<file path="config.mk">
export PLATFORM = sky130hd
export DESIGN_NAME = uart_transmitter
export DESIGN_NICKNAME = d
export VERILOG_FILES = /design/src/rtl/uart_transmitter.sv
export SDC_FILE = /design/constraint.sdc
export NUM_CORES = 1
export LEC_CHECK = 0
export CELL_PAD_IN_SITES_DETAIL_PLACEMENT = 0
export CELL_PAD_IN_SITES_GLOBAL_PLACEMENT = 1
export CORE_ASPECT_RATIO = 2
export CORE_UTILIZATION = 41
export CTS_CLUSTER_DIAMETER = 200
export DETAILED_ROUTE_END_ITERATION = 8
export GPL_TIMING_DRIVEN = 0
export HOLD_SLACK_MARGIN = 0.05
export PLACE_DENSITY_LB_ADDON = 0.1
export RECOVER_POWER = 50
export SETUP_SLACK_MARGIN = 0.15
export SYNTH_ARGS = -nofsm -noshare
export SYNTH_HDL_FRONTEND = slang
export SYNTH_SLANG_ARGS = --single-unit
export TNS_END_PERCENT = 10
</file>
<file path="constraint.sdc">
create_clock -name CLK -period 1.7 [get_ports CLK]
set_input_delay 0.425 -clock CLK [delete_from_list [all_inputs] [get_ports CLK]]
set_output_delay 0.425 -clock CLK [all_outputs]
set_load 0.1 [all_outputs]
</file>
<file path="src/rtl/uart_transmitter.sv">
// UART transmitter: start, 8 data bits LSB first, stop, with a 1-deep holding register for gapless frames.
// Optional even-parity bit between data and stop when UART_TX_PARITY_EN is defined.
module uart_transmitter #(
  parameter int CLKS_PER_BIT = 5,
  parameter int DATA_BITS    = 8
) (
  input  logic       CLK,
  input  logic       RST,
  input  logic [8:1] data,
  input  logic       send,
  output logic       ready,
  output logic       busy,
  output logic       done,
  output logic       TX
);

  localparam logic [5:0] LAST_TICK  = 6'(CLKS_PER_BIT - 1);
  localparam logic [5:0] DONE_TICK  = 6'(CLKS_PER_BIT - 2);
  localparam logic [2:0] LAST_INDEX = 3'(DATA_BITS - 1);

  typedef enum logic [2:0] {
    IDLE,
    START,
    DATA,
`ifdef UART_TX_PARITY_EN
    PARITY,
`endif
    STOP
  } state_t;

  state_t     state;
  logic [5:0] timer;
  logic [2:0] bit_index;
  logic [8:1] shift;
  logic [8:1] holding;
  logic       hold_valid;
`ifdef UART_TX_PARITY_EN
  logic       parity_bit;
`endif

  logic bit_end;
  logic accept;
  logic transfer;
  logic hold_next;

  // The holding register empties on a transfer before a same-edge accept refills it.
  assign bit_end   = (timer == LAST_TICK);
  assign accept    = send & ready;
  assign transfer  = hold_valid & ((state == IDLE) | ((state == STOP) & bit_end));
  assign hold_next = accept | (hold_valid & ~transfer);

  always_ff @(posedge CLK or posedge RST) begin
    if (RST) begin
      state      <= IDLE;
      timer      <= 6'd0;
      bit_index  <= 3'd0;
      shift      <= 8'd0;
      holding    <= 8'd0;
      hold_valid <= 1'b0;
`ifdef UART_TX_PARITY_EN
      parity_bit <= 1'b0;
`endif
      ready      <= 1'b1;
      busy       <= 1'b0;
      done       <= 1'b0;
      TX         <= 1'b1;
    end else begin
      if (accept) begin
        holding <= data;
      end
      hold_valid <= hold_next;
      ready      <= ~hold_next;
      done       <= (state == STOP) && (timer == DONE_TICK);

      case (state)
        IDLE: begin
          timer <= 6'd0;
          if (transfer) begin
            shift      <= holding;
`ifdef UART_TX_PARITY_EN
            parity_bit <= ^holding;
`endif
            state      <= START;
            TX         <= 1'b0;
            busy       <= 1'b1;
          end
        end

        START: begin
          if (bit_end) begin
            timer     <= 6'd0;
            bit_index <= 3'd0;
            TX        <= shift[1];
            shift     <= {1'b0, shift[8:2]};
            state     <= DATA;
          end else begin
            timer <= timer + 6'd1;
          end
        end

        DATA: begin
          if (bit_end) begin
            timer <= 6'd0;
            if (bit_index == LAST_INDEX) begin
`ifdef UART_TX_PARITY_EN
              state <= PARITY;
              TX    <= parity_bit;
`else
              state <= STOP;
              TX    <= 1'b1;
`endif
            end else begin
              bit_index <= bit_index + 3'd1;
              TX        <= shift[1];
              shift     <= {1'b0, shift[8:2]};
            end
          end else begin
            timer <= timer + 6'd1;
          end
        end

`ifdef UART_TX_PARITY_EN
        PARITY: begin
          if (bit_end) begin
            timer <= 6'd0;
            state <= STOP;
            TX    <= 1'b1;
          end else begin
            timer <= timer + 6'd1;
          end
        end
`endif

        STOP: begin
          if (bit_end) begin
            timer <= 6'd0;
            // A held word starts its start bit right after this stop bit, keeping busy high.
            if (transfer) begin
              shift      <= holding;
`ifdef UART_TX_PARITY_EN
              parity_bit <= ^holding;
`endif
              state      <= START;
              TX         <= 1'b0;
            end else begin
              state <= IDLE;
              busy  <= 1'b0;
            end
          end else begin
            timer <= timer + 6'd1;
          end
        end

        default: begin
          state <= IDLE;
          TX    <= 1'b1;
          busy  <= 1'b0;
        end
      endcase
    end
  end

endmodule

</file>
==> results of run 1 <==
==> cell usage in the layout, fill, tap and decap left out, types with 2 or more instances in the layout <==
cell and n:
buf_4 6, inv_1 4, mux2_4 9, a21oi_1 2, ha_4 2, nor2b_1 3
clkbuf_8 6, xor2_1 2, nor3_1 5, dfrtp_1 29, mux2_2 17, o21ai_0 2
nor3_4 2, xnor2_1 2, buf_6 6, buf_2 2, clkinv_2 2, dfstp_2 2
ha_2 3, a22o_1 5, inv_2 2, nand3_1 2, ha_1 3, nor2_1 4
clkdlybuf4s50_1 9, nand2_1 5
==> where the power goes <==
part / leakage [nW] / internal, mW / switching [mW]
clock network: 0.0510 / 0.323 / 0.278
logic: 0.487 / 1.45 / 1.25
registers: 0.392 / 1.13 / 0.247
==> layer usage <==
metal | wire, um | global-route usage, % | part of all wire (%)
met1 | 1220 | 18.6 | 38
met2 | 1800 | 29.2 | 56
met3 | 87 | 4.17 | 2.7
met4 | 83 | 8.10 | 2.6
met5 | 0 | 0 | 0
==> worst max-delay path, cell delays in order (launching register included) <==
cell	delay (ps)
dfrtp_1	400
or3_1	360
buf_6	150
nor2_8	120
o221a_4	210
buf_12	140
mux2_4	310
==> area by class of cell <==
class	count	area [sq um]
fillers	363	1760
multi-input cells	84	840
flip-flops and latches	32	805
repair buffers	21	193
clock buffers	6	82.6
plain buffers	5	65.1
well taps	51	63.8
inverters	7	30.0
clock inverters	2	10.0
==> logic make-up (layout without fill, tap and decap cells) <==
logic type	Yosys count	in the layout	share of synthesized area (%)
xor+xnor	4	4	2.13
compound gates	19	19	9.37
mux	26	26	19.6
simple gates	27	27	8.68
flops	32	32	48.9
fa+ha+maj	8	8	6.09
buf+inv	12	41	5.18
==> how the worst max path moves through the flow <==
stage	from	endpoint	slack (ps)	cells after the start
global placement	ready	ready	-390	1
floorplan	timer[5]	shift[1]	-30	6
detailed placement	ready	ready	-390	1
finish	timer[5]	shift[2]	-100	6
global route	state[1]	shift[2]	-150	6
CTS	timer[5]	shift[8]	-110	6
==> repair_timing <==
action / CTS / global route
setup buffers: 5 / 2
endpoints found under the setup margin: 50 / 17
gates resized for setup: 31 / 21
pin swaps: 4 / 9
hold buffers: 0 / 0
hold endpoints to repair: 0 / 0
==> state kept, by name, indices dropped and copies added (netlist names) <==
register / flops
TX: 1
bit_index: 3
busy: 1
done: 1
hold_valid: 1
holding: 8
ready: 1
shift: 8
state: 2
timer: 6
==> through the flow <==
step	cells	cell area [sq um]	TNS, ps
after floorplan	128	1650	-213
after global placement	193	1850	-7050
after detailed placement	193	1850	-9560
after CTS	206	1990	-989
after global routing	208	2090	-1290
final	208	2090	-743
==> metrics.txt, run 1 <==
Final Skew roughly 7.5 ps; Leak just over 0.9 nW; nets about 180; I/O pins 15; Post-synth EDFFs 0; Vias between 1,000 and 1,500; hold_sp timer[0]; Setup WS pre-CTS -388 ps; Post-Route Hold Slack about 500 ps; Avg Inst Size Synth roughly 13 sq um; Final min period between 1500 and 2000 ps; Yosys cell types 30; hold depth 1; Die Area about 0.0043 sq mm; reg2reg start timer[5]; Pwr Total between 4 and 5 mW; core region area ~0.0038 sq mm; RSZ-0062 raised after global routing yes; final WL between 3000 and 4000 um; Crit. End Element register; CTS clk-pin slew, worst paths 70 ps; port bufs 14; Layout area overhead 27.1%; initial DRC count 11; Cells after Synth roughly 130; worst reg2reg path endpoint shift[2]; drt pass-1 iters 4; worst skew pair latency approximately 280 ps; worst hold path type register to register; Syn Nets 147; critical path class register to register; violated checks setup timing; DIE HEIGHT slightly above 90 um; CTS H-tree depth 2; power density cells around 2200 mW/mm^2; register-to-register setup slack -100 ps; CP arrival between 1500 and 2000 ps; initial antenna violation count 0; maximum vdd ir drop 1300 uV; Detail Placement HPWL approximately 2200 um; Min-Delay Endpoint timer[0]; RD Place Congestion just under 0.7; Synth warnings 0; Remaining DRCs 0; synthesized area roughly 0.0016 sq mm; share of cells above drive strength 1 43.9%; Setup crit start kind register; Final Hold Vio Count 0; critical-path maximum fanout 8; CTS Sinks 32; register bit count reported by yosys 32; Final Max Tran Viols 0; status finished, violations left; Synth async-reset ratio 100%; Required @ worst endpoint approximately 1900 ps; fin util 54.3%; fin worst setup slack -97.9 ps; CTS tree built; clk root buf clkbuf_8; area share of the largest cell type after synthesis between 40% and 50%; sequential share of the synthesized area between 40% and 50%; first-pass GRT wire length between 5000 and 6000 um; pin count of the biggest net entering global routing 33; ys flop type dfrtp_1; measured slew at the worst slew-check pin about 690 ps; FF-to-FF path depth 6; max-cap viol count 0; Via-to-Cell Ratio ~5.3; cell accounting for the most synthesized area dfrtp_1; GRT Total Usage 17.2%; die width 46.8 um; # diodes 0; Commonest cells post-synth 30 x dfrtp_1, 18 x mux2_2, 8 x ha_1, 8 x mux2_4, 8 x nor3_1; Final ANT Viol Nets 0; Fmax achieved roughly 560 MHz; grt total ovfl 0; Worst slew margin a little over half; CTS max path bufs 2; WL/cell between 15 and 20 um; final setup vio count 9; most common cell in the synthesized netlist dfrtp_1; Area contributors post-synth dfrtp_1 46%, mux2_2 12%, mux2_4 7.3%, ha_1 6.1%, dfstp_2 3.2%; number of global-route vias before repair approximately 1,100; final worst path period share 106%; Rows 32; Starting Density 42.7%; Num CTS Buffers 5
No activity file was read; power rests on OpenSTA's default activity.
==> inputs of run 2 (changes only) <==
--- a/config.mk
+++ b/config.mk
@@ -13,6 +13,7 @@
 export DETAILED_ROUTE_END_ITERATION = 8
 export GPL_TIMING_DRIVEN = 0
 export HOLD_SLACK_MARGIN = 0.05
+export MAX_ROUTING_LAYER = met4
 export PLACE_DENSITY_LB_ADDON = 0.1
 export RECOVER_POWER = 50
 export SETUP_SLACK_MARGIN = 0.15
==> run 2 against run 1 <==
Against the previous run:
- the run still ends with setup timing left
- clock power is essentially flat
- final cell count did not move
- global-route usage is 0.44 points higher
- wire length is essentially flat
- fmax is essentially flat
- combinational power about the same
- hold slack barely moved
- critical path depth unchanged
- non-clock buffer count unchanged
- sequential share of layout area is the same
- worst setup slack worse by 0.60 ps
- critical path type unchanged
- largest power group unchanged
==> metrics.txt, run 2 (synthesis results as in run 1) <==
status finished, violations left (unchanged); violated checks setup timing (unchanged); Switching Share 38.0% (about the same); nets 175 (unchanged); metal2 WL 1800 um (about the same); DIE HEIGHT 91.5 um (unchanged); Int Pwr 2.90 mW (about the same); GRT Total Usage 17.6% (was 17.2%); Required @ worst endpoint 1870 ps (was 1860 ps); drt pass-1 iters 4 (unchanged); Fmax achieved 556 MHz (about the same); CTS Sinks 32 (unchanged); Post-Route M1 WL 1220 um (about the same); port bufs 14 (unchanged); measured slew at the worst slew-check pin 693 ps (was 694 ps); Num CTS Buffers 5 (unchanged); WL/cell 15.3 um (about the same); worst hold path type register to register (unchanged); Flop pwr share 29.3% (was 29.4%); core region area 0.00384 sq mm (unchanged); final WL 3190 um (about the same); commonest non-fill, non-tap cell in the layout dfrtp_1 (unchanged); clk root buf clkbuf_8 (unchanged); share of cells above drive strength 1 43.9% (unchanged); Final Max Tran Viols 0 (unchanged); cts hold-fix bufs 0 (unchanged); initial antenna violation count 0 (unchanged); CTS clk-pin slew, worst paths 70 ps (about the same); filler instances 363 (unchanged); grt total ovfl 0 (unchanged); Layout area overhead 27.1% (unchanged); Leak 0.930 nW (unchanged); CTS max path bufs 2 (unchanged); Via-to-Cell Ratio 5.29 (was 5.25); fin util 54.3% (unchanged); CP arrival 1960 ps (about the same); Vias 1,100 (was 1,093); P_sw 1.78 mW (about the same); Multi-input gate area 840 sq um (unchanged); critical-path maximum fanout 8 (unchanged); # diodes 0 (unchanged); Worst slew margin 53.7% (about the same); Starting Density 42.7% (unchanged); combinational power share 57.8% (about the same); final setup vio count 8 (was 9); Final ANT Viol Nets 0 (unchanged); max-cap viol count 0 (unchanged); power density cells 2240 mW/mm^2 (about the same); Largest regs holding x8, shift x8, timer x6 (unchanged); Remaining DRCs 0 (unchanged); I/O pins 15 (unchanged); Rows 32 (unchanged); die width 46.8 um (unchanged); CTS H-tree depth 2 (unchanged); Die Area 0.00428 sq mm (unchanged); number of global-route vias before repair 1,120 (was 1,125); Final min period 1800 ps (about the same); Setup crit start kind register (unchanged); Pwr Total 4.68 mW (was 4.67 mW); worst skew pair latency 280 ps (about the same); final worst path period share 106% (about the same); RD Place Congestion 0.685 (was 0.678); Final Hold Vio Count 0 (unchanged); met3 routed WL 87 um (unchanged); initial DRC count 14 (was 11); pin count of the biggest net entering global routing 33 (unchanged); Detail Placement HPWL 2210 um (unchanged); commonest non-fill, non-tap cells in the layout 29 x dfrtp_1, 17 x mux2_2, 9 x mux2_4, 9 x clkdlybuf4s50_1 (unchanged); clock network fraction of total power 12.9% (about the same); first-pass GRT wire length 5200 um (about the same); critical path class register to register (unchanged); max layer used met4 (unchanged); RSZ-0062 raised after global routing yes (unchanged); Crit. End Element register (unchanged); CTS tree built (unchanged); fin worst setup slack -98.5 ps (was -97.9 ps); Final Skew 7.29 ps (was 7.53 ps); maximum vdd ir drop 1300 uV (about the same); register area 805 sq um (unchanged)
==> run 2: cell counts in the layout (fill, tap and decap cells not counted) <==
Identical to the previous run, type by type.
==> run 2: final timing paths <==
check	from	to	slack (ps)	cells after the start
min	timer[0]	timer[0]	490	1
min in group asynchronous	RST	timer[2]	710	2
max reg2reg	timer[5]	shift[8]	-100	6
max	timer[5]	shift[8]	-100	6
min reg2reg	timer[0]	timer[0]	490	1
max in group asynchronous	RST	state[1]	550	2
==> run 2: power by group through the flow <==
| stage | Clock (mW) | Combinational [mW] | Sequential, mW |
|---|---|---|---|
| after floorplan | 0 | 1.77 | 1.55 |
| after global placement | 0 | 2.36 | 1.35 |
| after detailed placement | 0 | 2.43 | 1.37 |
| after CTS | 0.623 | 2.57 | 1.36 |
| after global routing | 0.650 | 2.90 | 1.40 |
| final | 0.603 | 2.70 | 1.37 |
==> run 2: critical path, stage by stage (launching register included) <==
cell and delay, ps:
dfrtp_1 400, or3_1 360, buf_6 150, nor2_8 120
o221a_4 210, buf_12 140, mux2_4 300
==> run 2: final cells by class <==
class	instances	share of cell area (%)
Clock buffer	6	3.95
Buffer	5	3.12
Multi-Input combinational cell	84	40.2
Timing Repair Buffer	21	9.23
Clock inverter	2	0.479
Sequential cell	32	38.5
Tap cell	51	3.06
Inverter	7	1.44
==> run 2: through the flow <==
| step | cell area [sq um] | TNS [ps] | hold WS, ps | setup WS, ps | instances |
|---|---|---|---|---|---|
| 2_1_floorplan | 1650 | -213 | 460 | -26.6 | 128 |
| 3_3_place_gp | 1850 | -7050 | 478 | -392 | 193 |
| 3_5_place_dp | 1850 | -9560 | 485 | -388 | 193 |
| 4_1_cts | 1990 | -989 | 497 | -106 | 206 |
| 5_1_grt | 2090 | -1290 | 510 | -148 | 208 |
| 6_report | 2090 | -746 | 492 | -98.5 | 208 |
==> run 2: timing repair <==
| item | 4_1_cts | 5_1_grt |
|---|---|---|
| endpoints found under the setup margin | 50 | 17 |
| resized for setup | 31 | 21 |
| setup buffers | 5 | 2 |
| pin swaps | 4 | 9 |
==> run 2: per-layer routing <==
metal	vias to the layer above	track usage, %
li1	509	-
met1	561	18.8
met2	20	28.9
met3	10	4.17
met4	0	8.10
met5	-	-
